`src/rtl/idu_issue_ctrl.sv`:
```
`default_nettype none
// ============================================================================
// Module   : idu_issue_ctrl
// Purpose  : Scoreboard issue controller; stalls decode on load RAW/WAW
//            hazards, serialises CSR ops and caps in-flight loads.
// Revision : 1.0 - initial release
// ============================================================================
module idu_issue_ctrl #(
    parameter int MAX_OUTSTANDING = 2,
    parameter int CNT_W           = 32
) (
    input  logic             clk,
    input  logic             rst_n,
    input  logic             dec_valid,
    output logic             dec_ready,
    input  logic [4:0]       rs1,
    input  logic [4:0]       rs2,
    input  logic [4:0]       rd,
    input  logic             use_rs1,
    input  logic             use_rs2,
    input  logic             wr_rd,
    input  logic             is_load,
    input  logic             csr_op,
    output logic             iss_valid,
    input  logic             iss_ready,
    input  logic             wb_valid,
    input  logic [4:0]       wb_rd,
    input  logic             flush,
    output logic [31:0]      busy_map,
    output logic [2:0]       outstanding,
    output logic [CNT_W-1:0] stall_cycles,
    output logic             sb_err
);

    typedef enum logic [0:0] {
        ST_RUN   = 1'b0,
        ST_DRAIN = 1'b1
    } state_t;

    localparam logic [2:0]       c_max_out = 3'(MAX_OUTSTANDING);
    localparam logic [CNT_W-1:0] c_cnt_max = '1;
    localparam logic [CNT_W-1:0] c_cnt_one = {{(CNT_W-1){1'b0}}, 1'b1};

    state_t            r_state;
    state_t            w_state_next;
    logic [31:0]       r_busy;
    logic [31:0]       w_busy_next;
    logic [2:0]        r_out;
    logic [2:0]        w_out_next;
    logic [CNT_W-1:0]  r_stall;
    logic              r_err;

    logic w_raw;
    logic w_waw;
    logic w_full;
    logic w_ser;
    logic w_go;
    logic w_ld_issue;
    logic w_wb_dec;
    logic w_wb_err;

    // Hazards look only at the registered scoreboard: no writeback bypass
    always_comb begin
        w_raw  = (use_rs1 && (rs1 != 5'd0) && r_busy[rs1]) ||
                 (use_rs2 && (rs2 != 5'd0) && r_busy[rs2]);
        w_waw  = wr_rd && (rd != 5'd0) && r_busy[rd];
        w_full = is_load && (r_out == c_max_out);
        w_ser  = csr_op && (r_out != 3'd0);
        w_go   = !w_raw && !w_waw && !w_full && !w_ser && !flush;
    end

    always_comb begin
        w_state_next = r_state;
        iss_valid    = 1'b0;
        dec_ready    = 1'b0;
        case (r_state)
            ST_RUN: begin
                iss_valid = dec_valid && w_go;
                dec_ready = iss_ready && w_go;
                if (dec_valid && csr_op && (r_out != 3'd0) && !flush)
                    w_state_next = ST_DRAIN;
            end
            ST_DRAIN: begin
                if (flush || (w_out_next == 3'd0))
                    w_state_next = ST_RUN;
            end
            default: w_state_next = ST_RUN;
        endcase
        if (!rst_n) begin
            iss_valid = 1'b0;
            dec_ready = 1'b0;
        end
    end

    always_comb begin
        w_ld_issue = dec_valid && dec_ready && is_load;
        // A stray writeback with nothing in flight must not underflow
        w_wb_dec   = wb_valid && (r_out != 3'd0);
        w_wb_err   = wb_valid && ((r_out == 3'd0) ||
                                  ((wb_rd != 5'd0) && !r_busy[wb_rd]));
        w_out_next = r_out + {2'b00, w_ld_issue} - {2'b00, w_wb_dec};

        w_busy_next = r_busy;
        if (wb_valid)
            w_busy_next[wb_rd] = 1'b0;
        if (w_ld_issue && (rd != 5'd0))
            w_busy_next[rd] = 1'b1;
        w_busy_next[0] = 1'b0;
    end

    always_ff @(posedge clk) begin
        if (!rst_n) begin
            r_state <= ST_RUN;
            r_busy  <= '0;
            r_out   <= '0;
            r_stall <= '0;
            r_err   <= 1'b0;
        end else begin
            r_state <= w_state_next;
            r_busy  <= w_busy_next;
            r_out   <= w_out_next;
            if (w_wb_err)
                r_err <= 1'b1;
            if (dec_valid && !dec_ready && !flush && (r_stall != c_cnt_max))
                r_stall <= r_stall + c_cnt_one;
        end
    end

    assign busy_map     = r_busy;
    assign outstanding  = r_out;
    assign stall_cycles = r_stall;
    assign sb_err       = r_err;

endmodule
`default_nettype wire
```
`config.mk`:
```
export PLATFORM = sky130hd
export DESIGN_NAME = idu_issue_ctrl
export DESIGN_NICKNAME = d
export VERILOG_FILES = /design/src/rtl/idu_issue_ctrl.sv
export SDC_FILE = /design/constraint.sdc
export NUM_CORES = 1
export LEC_CHECK = 0
export CORE_MARGIN = 3
export CORE_UTILIZATION = 50
export DETAILED_ROUTE_END_ITERATION = 8
export PLACE_DENSITY = 0.8
export SYNTH_ARGS = -nofsm -noshare
export SYNTH_HDL_FRONTEND = slang
export SYNTH_SLANG_ARGS = --single-unit
```
`constraint.sdc`:
```
create_clock -name clk -period 4.6 [get_ports clk]
set_clock_uncertainty 0.15 [all_clocks]
set_input_delay 0.69 -clock clk [delete_from_list [all_inputs] [get_ports clk]]
set_output_delay 0.69 -clock clk [all_outputs]
set_load 0.02 [all_outputs]
```
**Yosys cells after proc, flatten, opt, wreduce, memory -nomap -nowiden**

Cells that the tools add are included.

- Register bits: 69
- Input port bits: 31
- Output and inout bits: 70
- Logic and storage cells: 87

- Add/subtract/negate cells: 3
- Magnitude comparators: 6
- Equality and inequality tests: 2
- Mux-type cells: 21
- Bitwise gates (word level): 4
- Reductions and logical operators: 45

Operators by type and width:

| kind | count |
|---|---|
| $mux 32 | 2 |
| $add 32x1->32 const B | 1 |
| $and 32x32->32 | 1 |
| $ne 32x32->1 const B | 1 |
| $not 32->32 | 1 |
| $or 32x32->32 | 1 |
| $logic_and 1x1->1 | 28 |
| $lt 5x6->1 const B | 4 |
| $bmux 1 s5 | 4 |
| $reduce_bool 5->1 | 4 |
| $mux 1 | 12 |
| $demux 1 s5 | 2 |
| $ge 5x1->1 const B | 2 |
| $logic_not 1->1 | 7 |
| $logic_not 3->1 | 2 |
| $add 3x1->3 | 1 |
| $eq 3x2->1 const B | 1 |
| $logic_or 1x1->1 | 3 |
| $reduce_bool 3->1 | 1 |
| $sub 3x1->3 | 1 |
| $pmux 1 s2 | 1 |
| $not 1->1 | 1 |

**Depth between registers and ports, before layout**

- Depth in word-level cells: 20
- Gate-level depth with buffers: 16
- Mapped depth without buffers: 14

**Worst setup path before layout**

Ideal clock, no wire load.

- Path type: input-to-reg
- Start: input rd[0]
- End: register r_state
- Setup time: 0.092 ns
- Arrival time: 3.594 ns
- Required time: 4.358 ns
- Path slack: 0.764 ns
- Cell stages on the path: 15
- Buffers on the path: 1
- Path through: buf_2 -> mux4_2 -> a22o_1 -> nor4_1 -> a31o_2 -> nand4_1 -> ha_1 -> inv_1 -> ha_1 -> inv_1 -> fa_1 -> xor2_1 -> xnor2_1 -> and4b_1 -> nor4_1

- Longest elaborated chain between the ends: 19
- Elaborated cells between the ends (all ways): 21
- Classes of those cells: 2 x add/sub; 6 x mux; 13 x reduce/logical

Ends and longest elaborated chain:

| what | line | source |
|---|---|---|
| from (decl) | 18 | `input logic [4:0] rd,` |
| $bmux 1 s5 / $reduce_bool 5->1 (equally long branches) | 66 | `w_waw = wr_rd && (rd != 5'd0) && r_busy[rd];` |
| $mux 1 (implied by the code) / $logic_and 1x1->1 (equally long branches) | 66 |  |
| $logic_and 1x1->1 * | 66 |  |
| $logic_not 1->1 * | 69 | `w_go = !w_raw && !w_waw && !w_full && !w_ser && !flush;` |
| $logic_and 1x1->1 * (4 in series) | 69 |  |
| $logic_and 1x1->1 * | 79 | `dec_ready = iss_ready && w_go;` |
| $mux 1 * | 76 | `case (r_state)` |
| $mux 1 * | 89 | `if (!rst_n) begin` |
| $logic_and 1x1->1 * (2 in series) | 96 | `w_ld_issue = dec_valid && dec_ready && is_load;` |
| $add 3x1->3 * | 101 | `w_out_next = r_out + {2'b00, w_ld_issue} - {2'b00, w_wb_dec};` |
| $sub 3x1->3 * | 101 |  |
| $logic_not 3->1 * | 84 | `if (flush \|\| (w_out_next == 3'd0))` |
| $logic_or 1x1->1 * | 84 |  |
| $mux 1 * | 84 |  |
| $pmux 1 s2 * | 76 |  |
| to (signal assigned) | 119 | `r_state <= w_state_next;` |
| to (decl) | 44 | `state_t r_state;` |

Mark *: on every way between the ends. The rest lies on a longest branch, timed or not. The select of a mux whose other input is x is not followed.
A chain may end at the register's enable or synchronous reset.

**Final worst setup path**

- Start: input rd[0]
- End: output iss_valid

- Longest elaborated chain between the ends: 11
- Elaborated cells between the ends (all ways): 13
- Classes of those cells: 4 x mux; 9 x reduce/logical

Ends and longest elaborated chain:

| what | line | source |
|---|---|---|
| $bmux 1 s5 / $reduce_bool 5->1 (equally long branches) | 66 |  |
| $mux 1 (implied by the code) / $logic_and 1x1->1 (equally long branches) | 66 |  |
| $logic_and 1x1->1 * | 66 |  |
| $logic_not 1->1 * | 69 |  |
| $logic_and 1x1->1 * (4 in series) | 69 |  |
| $logic_and 1x1->1 * | 78 | `iss_valid = dec_valid && w_go;` |
| $mux 1 * | 76 |  |
| $mux 1 * | 89 |  |
| to (decl) | 24 | `output logic iss_valid,` |

Marks and branches as above.

==> results.md <==
- For this run, design rule violations remaining after detail routing come to 0.
- The DRC marker count from the first detailed-route iteration is between 600 and 700.
- The minimum clock period after layout is 4.41 ns.
- The net count after synthesis is approximately 530.
- The final number of max-transition violations is 0.
- Hold repair after CTS inserted 0 buffers.
- The count of flip-flops with a built-in enable after synthesis is 0.
- The first global-routing pass estimated roughly 24000 um of wire.
- The worst hold path belongs to the class register to register.
- The clock latency of the later-clocked register in the worst-skew pair is approximately 0.35 ns.
- The initial antenna violation count was 0.
- IR analysis of the VDD net gives a maximum drop of 0.000158 V.
- The post-layout utilization of the core is 0.675.
- Dividing the final minimum period by the clock period gives 0.959.
- The global-route total usage across every layer is 0.304.
- The number of detailed-route iterations in the first pass is 5.
- The number of placed instances, taps included, is ~670.
- During placement, the flow inserted port buffers numbering 99.
- Setup violations remaining at the end of the flow were counted as 0.
- The critical path required time is 3.76 ns.
- The H-tree depth is 3.
- The launching element type of the critical path is an input port.
- Power spread over the standard cell area amounts to roughly 260 nW/um^2.
- After synthesis, the share of flip-flops with an asynchronous set or reset is 0.
- The count of cells resized by post-cts repair is 0.
- In this run the worst path has a maximum fanout of 14.
- Excluding fillers, the count of instances in the completed layout stands at just under 700.
- The slew at the pin with the worst max-slew slack is between 1 and 1.5 ns.
- The cell accounting for the most synthesized area is dfxtp_1.
- The count of distinct cell types in the synthesized netlist is between 50 and 60.
- The via count is 4725.
- After detailed routing, the average wire length per cell comes to ~22 um.
- The cell area after layout is about 5700 sq um.
- The layout filler cell count is roughly 670.
- Static timing analysis puts the maximum clock frequency at ~0.23 GHz.
- The kind of end point of the critical path is an output pin.
- The cell count after synthesis is 494.
- Headroom to the max-slew limit came out at 0.266.
- The floorplan has 33 rows.
- The share of Yosys cell area claimed by the top area cell type is 0.308.
- The via count of the first global-routing pass was ~4.3k.
- Once the clock tree was built, the setup fixing pass inserted 0 buffers.
- The maximum buffer depth of the clock tree is 2.
- The share of cells above drive strength 1 is 0.107.
- Each instance of the synthesized netlist takes up on average approximately 9.0 sq um.
- The CTS tree is built.
- Once detailed placement completed, the half-perimeter wirelength came to between 10000 and 15000 um.
- The core region is between 8000 and 9000 sq um.
- Clock-pin slew was measured on the worst setup and hold paths at roughly 0.070 ns.
- The final RePlAce weighted congestion is ~1.0.
- For this run, the post-layout net count is about 610.
- The height of the chip is approximately 100 um.
- Clock tree synthesis inserted a total of 9 buffers.
- After detailed placement, the total cell area comes to roughly 5400 sq um.
- The synthesis-to-layout area growth is 28.0%.
- The multi-input combinational cells in the finished layout cover a total of ~2800 sq um.
- For this run the aggregate overflow at the end of global routing stands at 0.
- After routing, the total negative slack on setup checks comes to 0 ns.
- The total design power is about 1.5 mW.
- For this configuration, the core starts out at a cell density of 0.528.
- After synthesis, the cell types taking the most area are dfxtp_1 (31%), mux4_2 (9.2%), o211ai_1 (5.8%).
- The tool flagged a number of max-cap violations equal to 0.
- Setup repair after global routing left no endpoint under its margin.
- The critical path in this run is classified as input port to output pin.
- For this run, the leading register cell type out of synthesis is dfxtp_1.
- The count of nets left with antenna violations once routing finished came out at 0.
- Of the synthesized area, sequential elements account for 0.308.
- From left edge to right edge, the die measures ~100 um.
- The cell area after synthesis is about 4400 sq um.
- The clock tree root driver cell is clkbuf_8.
- 101 I/O pins were placed.
- The number of hold violations in the final report was 0.
- The total clock sinks is 68.
- The antenna diode instance count is 0.
- The pin count of the biggest net entering global routing is 61.
- The count of synthesis-stage warnings from yosys is 0.
- At the worst endpoint, the arrival time is about 3.6 ns.
- The die outline area is about 10000 sq um.
- In the routed layout, each cell is associated on average with a via count of about 6.9.
- The leakage power is between 1.5 and 2 nW.
- The run finished with clean final reports.
- The register area is 1360 sq um.
- The total detailed-routing wirelength is ~15000 um.
- Counting flops and latches in the post-synthesis netlist gives about 70.
[through the flow]
stage | setup slack [ns] | hold WS (ns)
after floorplan | 0.764 | 0.364
after global placement | 0.157 | 0.313
after detailed placement | 0.0405 | 0.316
after CTS | 0.200 | 0.335
after global routing | 0.0406 | 0.382
final | 0.188 | 0.335
[layout by cell type, fill, tap and decap left out, types with 5 or more instances in the layout]
cell type	Yosys	final
clkdlybuf4s50_1	0	99
and3_1	9	9
nand3b_1	11	11
or4_1	11	11
nor2b_1	7	7
clkbuf_8	0	9
and2_1	6	6
nand2_1	20	20
nand3_1	22	22
nor2_1	11	11
o211ai_1	34	34
or3b_2	6	6
buf_4	2	10
mux2i_1	20	20
mux4_2	18	18
mux2_2	6	6
or3_1	17	17
nor4_1	6	6
o22ai_1	6	6
nor3_1	5	5
and4_1	8	8
o21ai_0	49	49
a21oi_1	27	27
inv_1	8	8
o31ai_1	11	11
dfxtp_1	68	68
nand4_1	18	18
nand2b_1	9	9
[kinds of logic after synthesis]
| family | count (synthesis) | share of synthesized area |
|---|---|---|
| AOI/OAI and AO/OA | 146 | 0.207 |
| xor gates and xnor gates | 2 | 0.00396 |
| adders and majority gates | 4 | 0.0130 |
| buffers and inverters | 45 | 0.0481 |
| DFF | 68 | 0.308 |
| muxes | 46 | 0.164 |
| other | 1 | 0.000848 |
| and+or+nand+nor | 182 | 0.255 |
[worst max-delay path, stage by stage]
cell and delay (ns):
clkdlybuf4s50_1 0.62, buf_4 0.28, mux4_2 0.51, nor2b_1 0.14, a21oi_1 0.12, a31o_2 0.18, and4b_1 0.36, clkdlybuf4s50_1 0.67
[registers in the layout, summed over array words and instances, names as in the netlist]
signal / flops
stall_cycles: 32
busy_map: 31
outstanding: 3
r_state: 1
sb_err: 1
[power breakdown]
part	switching (mW)	internal [mW]	leakage, nW	total [mW]
logic	0.150	0.125	1.20	0.275
clock network	0.253	0.309	0.110	0.562
registers	0.0169	0.603	0.549	0.620
[per-layer routing]
metal	up-vias	GRT usage	wire (um)
li1	2120	-	-
met2	317	0.449	6570
met5	-	0	0
met4	0	0.143	675
met3	68	0.0757	1700
met1	2220	0.417	6250
[synth_stat cells (17+ instances only)]
cell and instances:
dfxtp_1 68, o21ai_0 49, o211ai_1 34, a21oi_1 27
nand3_1 22, clkbuf_1 21, mux2i_1 20, nand2_1 20
mux4_2 18, nand4_1 18, or3_1 17
[path summary, 6_finish.rpt]
check                   endpoint  slack [ns]  cells after the start                       from
min reg2reg  sb_err$_SDFFE_PN0P_        0.34                      2        sb_err$_SDFFE_PN0P_
max                    iss_valid        0.19                      8                      rd[0]
max reg2reg   r_state$_SDFF_PN0_        0.91                     13  outstanding[1]$_SDFF_PN0_
min          sb_err$_SDFFE_PN0P_        0.34                      2        sb_err$_SDFFE_PN0P_
[area by class of cell]
type                       count  area share
timing repair buffer         109       0.188
tap                          105      0.0232
sequential                    68       0.241
inverter                       8     0.00531
clock buffer                   9      0.0219
multi-input combinational    381       0.503
clock inverter                 7      0.0175
Note: power is estimated with default switching activity, not from simulation.
